### src/rtl/sum_seq_ctrl.sv
// rtl/sum_seq_ctrl.sv - multi-cycle summation controller driving an external adder
module sum_seq_ctrl #(
    parameter int WIDTH = 32,
    parameter int CNT_W = 8
) (
    input  logic             clk,
    input  logic             rst_n,
    input  logic             start,
    input  logic [CNT_W-1:0] n_ops,
    input  logic             abort,
    input  logic             in_valid,
    input  logic [WIDTH-1:0] in_data,
    output logic             in_ready,
    output logic [WIDTH-1:0] add_a,
    output logic [WIDTH-1:0] add_b,
    output logic             add_cin,
    input  logic [WIDTH-1:0] add_s,
    output logic [WIDTH-1:0] sum_out,
    output logic             sum_valid,
    output logic             carry_flag,
    output logic             busy
);

    typedef enum logic [1:0] {
        S_IDLE = 2'd0,
        S_ACC  = 2'd1,
        S_DONE = 2'd2
    } state_t;

    state_t           r_state;
    state_t           w_next;
    logic [WIDTH-1:0] r_acc;
    logic [WIDTH-1:0] r_sum_out;
    logic [CNT_W-1:0] r_remaining;
    logic             r_carry;
    logic             w_start_job;
    logic             w_accept;
    logic             w_last;
    logic             w_wrap;

    assign w_start_job = (r_state == S_IDLE) && start && !abort;
    assign in_ready    = (r_state == S_ACC) && !abort;
    assign w_accept    = in_ready && in_valid;
    assign w_last      = (r_remaining == CNT_W'(1));
    // With cin tied low, an unsigned sum below operand A means the add wrapped.
    assign w_wrap      = add_s < r_acc;

    assign add_a      = r_acc;
    assign add_b      = (r_state == S_ACC) ? in_data : '0;
    assign add_cin    = 1'b0;
    assign sum_out    = r_sum_out;
    assign carry_flag = r_carry;
    assign sum_valid  = (r_state == S_DONE) && !abort;
    assign busy       = (r_state != S_IDLE);

    always_comb begin
        w_next = r_state;
        case (r_state)
            S_IDLE: begin
                if (w_start_job) begin
                    w_next = (n_ops == '0) ? S_DONE : S_ACC;
                end
            end
            S_ACC: begin
                if (abort) begin
                    w_next = S_IDLE;
                end else if (w_accept && w_last) begin
                    w_next = S_DONE;
                end
            end
            S_DONE:  w_next = S_IDLE;
            default: w_next = S_IDLE;
        endcase
    end

    always_ff @(posedge clk or negedge rst_n) begin
        if (!rst_n) begin
            r_state <= S_IDLE;
        end else begin
            r_state <= w_next;
        end
    end

    // Result is captured on entry to DONE so it lines up with the strobe.
    always_ff @(posedge clk or negedge rst_n) begin
        if (!rst_n) begin
            r_acc       <= '0;
            r_sum_out   <= '0;
            r_remaining <= '0;
            r_carry     <= 1'b0;
        end else if (w_start_job) begin
            r_acc       <= '0;
            r_carry     <= 1'b0;
            r_remaining <= n_ops;
            if (n_ops == '0) begin
                r_sum_out <= '0;
            end
        end else if (w_accept) begin
            r_acc       <= add_s;
            r_remaining <= r_remaining - CNT_W'(1);
            r_carry     <= r_carry | w_wrap;
            if (w_last) begin
                r_sum_out <= add_s;
            end
        end
    end

endmodule

### config.mk
export PLATFORM = sky130hd
export DESIGN_NAME = sum_seq_ctrl
export DESIGN_NICKNAME = d
export VERILOG_FILES = /design/src/rtl/sum_seq_ctrl.sv
export SDC_FILE = /design/constraint.sdc
export NUM_CORES = 1
export LEC_CHECK = 0
export CORE_MARGIN = 1.5
export CORE_UTILIZATION = 46
export CTS_CLUSTER_SIZE = 40
export DETAILED_ROUTE_END_ITERATION = 6
export PLACE_DENSITY_LB_ADDON = 0.25
export SYNTH_ARGS = -nofsm -noshare
export SYNTH_HDL_FRONTEND = slang
export SYNTH_SLANG_ARGS = --single-unit
### constraint.sdc
create_clock -name clk -period 5.4 [get_ports clk]
set_input_delay 0.54 -clock clk [delete_from_list [all_inputs] [get_ports clk]]
set_output_delay 0.54 -clock clk [all_outputs]
set_load 0.01 [all_outputs]
==> reports/metrics.csv <==
metric,value,unit
Slew headroom,21.59,%
synthesis-to-layout area growth,48.82,%
DRT iter0 DRCs,159,
# hold bufs at CTS,0,
# rows,34,
top post-synthesis cells by area,"dfrtp_1 45%, nand2_1 11%, ha_1 9.9%, o31ai_1 5.6%, and2_1 4.9%",
critical path class,in -> reg,
Critical Path Start Type,input port,
initial core utilization,47.64,%
top cell type's share of synthesized area,44.95,%
sequential-to-total area share from yosys stat,44.95,%
Routed Antenna Nets,0,
initial antenna violation count,0,
Critical Path End Type,flop,
nets,744,
TNS Setup,0,ns
synth warn,0,
drt pass-1 iters,4,
Slew Limit Fails,0,
Post-synth EDFFs,0,
cell count after synthesis,471,
Hold WC Path Type,in -> async,
Chip Width,98.27,um
Placed Area,0.005972,mm2
core area,0.008763,mm2
HPWL after DPL,8.719,mm
max frequency,321.6,MHz
clock buffer depth,2,
Yosys reg bits,75,
vias in the first global route,4139,
Critical Path Fanout Max,42,
total clock sinks,75,
Worst Skew,0.01290,ns
Worst Path Arrival,3.33,ns
total CTS buffers,9,
Worst EP required,5.62,ns
gr ovfl total,0,
Worst-Skew Late Latency,0.35,ns
synthesized cell area,0.004175,mm2
final-layout fill cell count,656,
placer's final routability congestion estimate,0.8935,
"Async S/R FF share, synth",100.0,%
Worst-Margin Slew,1.176,ns
CTS HTree Levels,3,
DIE HEIGHT,98.27,um
"most common cell after layout, fill and taps aside",clkdlybuf4s50_1,
DR vias,4024,
share of layout cells above drive strength 1,5.790,%
# IOs,178,
vias per cell,5.387,
PostCTS Resize Cnt,0,
Final Setup Violations,0,
Pleak,0.002740,uW
Yosys cell types,41,
Root Driver,clkbuf_8,
CTS tree,built,
Final Cycle Share,57.59,%
synthesized area per cell,8.865,um2
Diodes inserted,0,
Total GRT Usage,25.63,%
pwr dens,276.6,mW/mm2
Util after Layout,70.90,%
wire per inst,16.13,um
Final Hold Fails,0,
Worst-path clk slew,0.09,ns
Synth area leader,dfrtp_1,
Post-CTS Setup Bufs,0,
first-pass GRT wire length,19.84,mm
worst IR drop on VDD,0.1655,mV
final worst path period need,3.110,ns
# DRC,0,
most frequent cells in the layout,"175 x clkdlybuf4s50_1, 117 x nand2_1, 75 x dfrtp_1, 34 x inv_1, 33 x ha_1",
outcome,"finished, final reports clean",
Synthesized Nets,581,
drt total wl,12.05,mm
RSZ-0062 raised after global routing,no,
die area,0.009657,mm2
Port Buffers,176,
largest net degree at the start of global routing,76,
Main synth FF type,dfrtp_1,
Max-Cap Viols,0,
total power,1719,uW
post-route design area,0.006213,mm2
## flip-flops by register name, indices dropped and copies added, names as in the netlist
| register | flops |
|---|---|
| carry_flag | 1 |
| r_remaining | 8 |
| sum_out | 32 |
| add_a | 32 |
| r_state | 2 |
## cell families after synthesis
logic type | after synthesis | share of synthesized area (%)
and+or+nand+nor | 228 | 27.00
adders and majority gates | 33 | 9.889
DFF | 75 | 44.95
buffers and inverters | 61 | 6.263
other | 1 | 0.08981
AOI/OAI and AO/OA | 73 | 11.81
## stage by stage
step	setup WS [ns]	cells	hold WS [ns]
finish	2.290	747	0.3179
global route	2.029	747	0.4027
CTS	2.310	747	0.3631
detailed placement	1.973	731	0.4831
global placement	2.052	731	0.4730
floorplan	3.454	471	0.2444
## critical path, cell delays in order
cell and delay (ns):
clkdlybuf4s50_1 0.50, nor2_1 0.15, and2_2 0.74, nand3_2 0.85, a22oi_1 0.45, nor3_1 0.07
## area by class of cell
type / count / area [um2] / share of cell area (%)
clock buffers: 10 / 127.6 / 2.054
clock inverters: 6 / 113.9 / 1.832
inverters: 34 / 127.6 / 2.054
multi-input cells: 335 / 2051 / 33.00
flip-flops and latches: 75 / 1877 / 30.21
well taps: 108 / 135.1 / 2.175
repair buffers: 179 / 1782 / 28.68
## synth_stat cells (all sizes together) (2+ instances only)
master and instances:
nand2 117, dfrtp 75, nand3 37, inv 34, and2 33, ha 33, o31ai 31, clkbuf 15
a21oi 14, o21ai 14, nor2 13, buf 12, nand2b 5, nor3 4, a221o 3, nand4 3
nor2b 3, nor4 3, o211ai 3, or3 3, or2 2
## worst paths after layout
check	slack [ns]	end	from	depth (start not counted)
hold reg to reg	0.50	sum_out[27]	sum_out[27]	2
max in group asynchronous	4.47	r_remaining[0]	rst_n	1
setup reg to reg	2.51	r_state[0]	r_state[0]	5
min in group clk	0.50	sum_out[27]	sum_out[27]	2
setup / recovery	2.29	r_state[0]	abort	6
hold / removal	0.32	sum_out[19]	rst_n	1
## layer usage
| layer | part of all wire, % | global-route usage (%) | wire length, um |
|---|---|---|---|
| met1 | 42 | 33.16 | 5021 |
| met2 | 48 | 42.86 | 5809 |
| met3 | 7.9 | 5.154 | 957 |
| met4 | 2.2 | 9.209 | 263 |
| met5 | 0 | 0 | 0 |
## where the power goes
| group | leakage [uW] | total (uW) | internal (uW) | switching [uW] |
|---|---|---|---|---|
| Sequential | 0.00101 | 699 | 638 | 60.7 |
| Clock | 0.000113 | 521 | 308 | 214 |
| Combinational | 0.00162 | 499 | 273 | 226 |
Power figures use the tool's default switching activity.
